### config.mk
export PLATFORM = sky130hd
export DESIGN_NAME = wb_register_file
export DESIGN_NICKNAME = d
export VERILOG_FILES = /design/src/rtl/wb_register_file.sv
export SDC_FILE = /design/constraint.sdc
export NUM_CORES = 2
export LEC_CHECK = 0
export BUFFER_PORTS_ARGS = -buffer_cell sky130_fd_sc_hd__clkbuf_2
export CORE_MARGIN = 3
export CORE_UTILIZATION = 60
export CTS_BUF_LIST = sky130_fd_sc_hd__clkbuf_4 sky130_fd_sc_hd__clkbuf_8
export CTS_CLUSTER_SIZE = 40
export DETAILED_ROUTE_END_ITERATION = 8
export GPL_ROUTABILITY_DRIVEN = 0
export MAX_ROUTING_LAYER = met4
export PLACE_DENSITY = 0.88
export SKIP_LAST_GASP = 1
export SYNTH_ARGS = -nofsm -noshare
export SYNTH_HDL_FRONTEND = slang
export SYNTH_SLANG_ARGS = --single-unit
### constraint.sdc
create_clock -name clk -period 4.3 [get_ports clk]
set_input_delay 0.215 -clock clk [delete_from_list [all_inputs] [get_ports clk]]
set_output_delay 0.215 -clock clk [all_outputs]
set_load 0.02 [all_outputs]
### src/rtl/wb_register_file.sv
// Writeback stage: commits MEM/WB results into a 32-entry register file, serves
// two combinational ID-stage read ports with same-cycle bypass, counts retirements.
module wb_register_file #(
  parameter int DATA_WIDTH = 32,
  parameter int CNT_WIDTH  = 64
) (
  input  logic                  clk,
  input  logic                  reset,
  input  logic [31:0]           instruction_WB_in,
  input  logic [DATA_WIDTH-1:0] wb_data_in,
  input  logic                  RegWEn_WB_in,
  input  logic [4:0]            rs1_addr_in,
  input  logic [4:0]            rs2_addr_in,
  output logic [DATA_WIDTH-1:0] rs1_data_out,
  output logic [DATA_WIDTH-1:0] rs2_data_out,
  output logic [CNT_WIDTH-1:0]  instret_out,
  output logic                  last_we_out,
  output logic [4:0]            last_rd_out,
  output logic [DATA_WIDTH-1:0] last_wdata_out
);

  logic [4:0]            rd;
  logic                  commit;
  logic                  retire;
  logic [DATA_WIDTH-1:0] regs [32];
  logic [4:0]            raddr [2];
  logic [DATA_WIDTH-1:0] rdata [2];

  logic [CNT_WIDTH-1:0]  instret_reg;
  logic                  last_we_reg;
  logic [4:0]            last_rd_reg;
  logic [DATA_WIDTH-1:0] last_wdata_reg;

  assign rd     = instruction_WB_in[11:7];
  // Writes to x0 are not commits; reset suppresses both the write and the bypass.
  assign commit = RegWEn_WB_in && (rd != 5'd0) && !reset;
  assign retire = (instruction_WB_in != 32'h0);

  always_ff @(posedge clk) begin
    if (reset) begin
      for (int i = 0; i < 32; i++) begin
        regs[i] <= '0;
      end
    end else if (commit) begin
      regs[rd] <= wb_data_in;
    end
  end

  assign raddr[0] = rs1_addr_in;
  assign raddr[1] = rs2_addr_in;

  genvar gi;
  generate
    for (gi = 0; gi < 2; gi++) begin : g_read
      assign rdata[gi] = (raddr[gi] == 5'd0)             ? '0 :
                         (commit && (rd == raddr[gi]))   ? wb_data_in :
                                                           regs[raddr[gi]];
    end
  endgenerate

  assign rs1_data_out = rdata[0];
  assign rs2_data_out = rdata[1];

  always_ff @(posedge clk) begin
    if (reset) begin
      instret_reg    <= '0;
      last_we_reg    <= 1'b0;
      last_rd_reg    <= 5'd0;
      last_wdata_reg <= '0;
    end else begin
      if (retire) begin
        instret_reg <= instret_reg + CNT_WIDTH'(1);
      end
      last_we_reg <= commit;
      if (commit) begin
        last_rd_reg    <= rd;
        last_wdata_reg <= wb_data_in;
      end
    end
  end

  assign instret_out    = instret_reg;
  assign last_we_out    = last_we_reg;
  assign last_rd_out    = last_rd_reg;
  assign last_wdata_out = last_wdata_reg;

endmodule

==> reports/metrics.yaml <==
cts:
  clockBufferDepth: 3
  cts_root_buf: "clkbuf_8"
  cts_tree: "yes"
  cts_setup_buffers: 0
  clk_pin_slew_ps: 60
  cts_max_level: 4
  numCtsBuffers: 183
  clk-insertion-delay-late_ps: 860
  clock_sinks: 1126
  cts_resized: 0
pwr:
  switching_share_pct: 26.65
  seqPwrFrac_pct: 49.8
  worst_ir_drop_vdd_v: 0.0003298
  internal-power_uw: 18910
  p_leak_uw: 0.02290
  p_sw_uw: 6872
  power.density_mw_per_mm2: 391.8
  clkPwrFrac_pct: 37.3
  combPwrFrac_pct: 12.9
timing:
  setup_violations: 0
  final_max_slew_viol_count: 0
  finalCriticalPeriod_ps: 4173
  finClkSkew_ps: 15.11
  clock.fmax_ghz: 0.2397
  finalHoldViolations: 0
  maxSlewHeadroom_pct: 17.04
  fin_setup_tns_ps: 0
  fin_crit_sh_pct: 97.04
  whs_ps: 76.46
  rsz0062_at_grt: "no"
  worstMarginPinSlew_ps: 1244
routing:
  dr_total_vias: 42206
  post_drt_wl_per_cell_um: 32.66
  drc_errors: 0
  drt-pass1-iter-count: 8
  finalWirelength_um: 189500
  ant_nets: 0
  drtIter0Drc: 7826
  via_per_inst: 7.273
setup_path:
  required_ps: 4090
  critPathTopFamily: "simple AND/OR/NAND/NOR gates"
  cp_slowest_cell: "nor3_1"
  path_buf_inv: 4
  critical_path_class: "primary input to primary output"
  path_cells: "dlygate4sd3_1, clkbuf_2, or3_1, or2_2, and3_2, buf_4, nor3_1, nor3_1, clkbuf_2"
  worst-path-max-fanout: 18
  start_kind: "primary input"
  max_stage_delay_ps: 820
  cp.arrival_ps: 3960
  crit_path_end_kind: "primary output"
layout:
  layout_common_cells: "edfxtp_1, and2_1, mux4_2, clkbuf_2, clkbuf_8"
  fin_nets: 4444
  drive_gt1_share_pct: 29.51
  area_growth_pct: 12.11
  fill_cells: 5983
  layout_commonest_cell: "edfxtp_1"
yosys:
  synth-seq-cells: 1126
  yosysWarnings: 0
  yosys.area_share.xor_xnor_pct: 0.7908
  yosys.area_share.simple_pct: 15.26
  synth_top_flop_cell: "edfxtp_1"
  synth-seq-area-share_pct: 55.86
  synthCells: 4137
  syn-cell-area_mm2: 0.05870
  synth.distinct_cells: 49
  synth_fa_ha_area_share_pct: 0.02131
  synth_top_family_by_area: "multiplexers"
  synth_compound_area_share_pct: 3.623
  synth_edf_count: 1024
  syn_area_per_cell_um2: 14.19
  async_reset_ff_share_pct: 0
  synth_mux_area_share_pct: 21.46
global_route:
  grt_pass1_vias: 42353
  antenna_found_initial: 9
  grt_max_degree: 114
  grtUsageTotal_pct: 38.32
  globalRouteOverflowTotal: 0
  grt_pass1_wl_um: 274200
min_path:
  hold_path_class: "primary input to register"
floorplanning:
  core_mm2: 0.09685
  die_w_um: 318.8
  initial_core_util_pct: 60.61
  rows: 114
  die_area_mm2: 0.1016
  die_y_um: 318.8
  io_pins: 243
job:
  maxCapViolations: 0
placement:
  hpwlAfterDp_um: 113600
  io_buffers: 242
run_status:
  status: "finished clean"
[kinds of logic after synthesis]
group / after synthesis
AOI/OAI and AO/OA: 356
muxes: 583
other: 1
and+or+nand+nor: 1572
buffers and inverters: 445
DFF: 1126
xor gates and xnor gates: 53
adders and majority gates: 1
[area by class of cell]
cell class,count,area [um2],share of cell area (%)
Inverter,14,52.55,0.07985
Tap cell,1276,1597,2.426
Multi-Input combinational cell,2597,24430,37.12
Timing Repair Buffer,444,3194,4.854
Antenna cell,10,25.02,0.03802
Sequential cell,1126,32790,49.83
Clock buffer,256,3148,4.783
Clock inverter,80,573.1,0.8708
[sequential cells by signal, summed over array words and instances (netlist names)]
name / cells
regs: 1024
instret_out: 64
last_wdata_out: 32
last_rd_out: 5
last_we_out: 1
[final timing paths]
kind                         startpoint            endpoint  slack [ps]  cells past startpoint
setup reg to reg         instret_out[4]     instret_out[54]        1330                      6
hold / removal     instruction_WB_in[4]      instret_out[1]          80                      6
setup / recovery  instruction_WB_in[11]    rs2_data_out[15]         130                      9
hold reg to reg      last_wdata_out[24]  last_wdata_out[24]         460                      2
[cell usage after synthesis (all sizes together) (15+ instances only)]
cell type / instances / area [um2]
nor2: 157 / 589.3
a31oi: 28 / 175.2
mux4: 540 / 12160
xnor2: 44 / 385.4
dfxtp: 102 / 2042
nand4: 17 / 112.6
or2: 37 / 231.5
nand3: 56 / 280.3
nor3: 112 / 560.5
buf: 96 / 437.9
o22ai: 116 / 725.7
nor4: 15 / 115.1
or3: 23 / 148.9
o21ai: 53 / 265.3
a21oi: 102 / 510.5
nand2: 130 / 488.0
and2: 996 / 6231
clkbuf: 335 / 1257
edfxtp: 1024 / 30750
mux2i: 41 / 410.4
a22oi: 31 / 232.7
[power groups by stage]
stage          Combinational (uW)  Clock, uW  Sequential (uW)
2_1_floorplan                1990          0            12900
3_3_place_gp                 3080          0            12900
3_5_place_dp                 3150          0            13000
4_1_cts                      3190       9600            12800
5_1_grt                      3370      10100            12900
6_report                     3320       9620            12800
[tightest hold or removal path, delay by kind of cell]
kind,cells,cell delay (ps)
buf+inv,1,70
simple gates,4,470
mux,1,140
[per-layer routing]
| metal | vias up | routed length [um] | global-route usage [%] | part of all wire [%] |
|---|---|---|---|---|
| met3 | 1076 | 32980 | 14.04 | 17 |
| met1 | 20371 | 57630 | 46.59 | 30 |
| met2 | 4576 | 84490 | 54.85 | 45 |
| li1 | 16183 | - | - | - |
| met4 | 0 | 14450 | 23.76 | 7.6 |
| met5 | - | 0 | - | 0 |
[repair_timing]
| item | in CTS | in global routing |
|---|---|---|
| endpoints found under the hold margin | 296 | 0 |
| hold buffers | 32 | 0 |
| endpoints found under the setup margin | 0 | 0 |
[per-stage QoR]
step / instance area (um2) / utilization [%] / total power, uW / instances / setup WS, ps
final: 65810 / 67.95 / 25790 / 5803 / 127.3
after detailed placement: 61740 / 63.75 / 16180 / 5425 / 967.4
after floorplan: 58820 / - / 14900 / 4168 / 1877
after CTS: 65790 / 67.93 / 25600 / 5793 / 448.5
after global routing: 65800 / 67.94 / 26330 / 5799 / 217.1
after global placement: 61740 / 63.75 / 16030 / 5425 / 974.8
(Power assumes the default switching activity.)
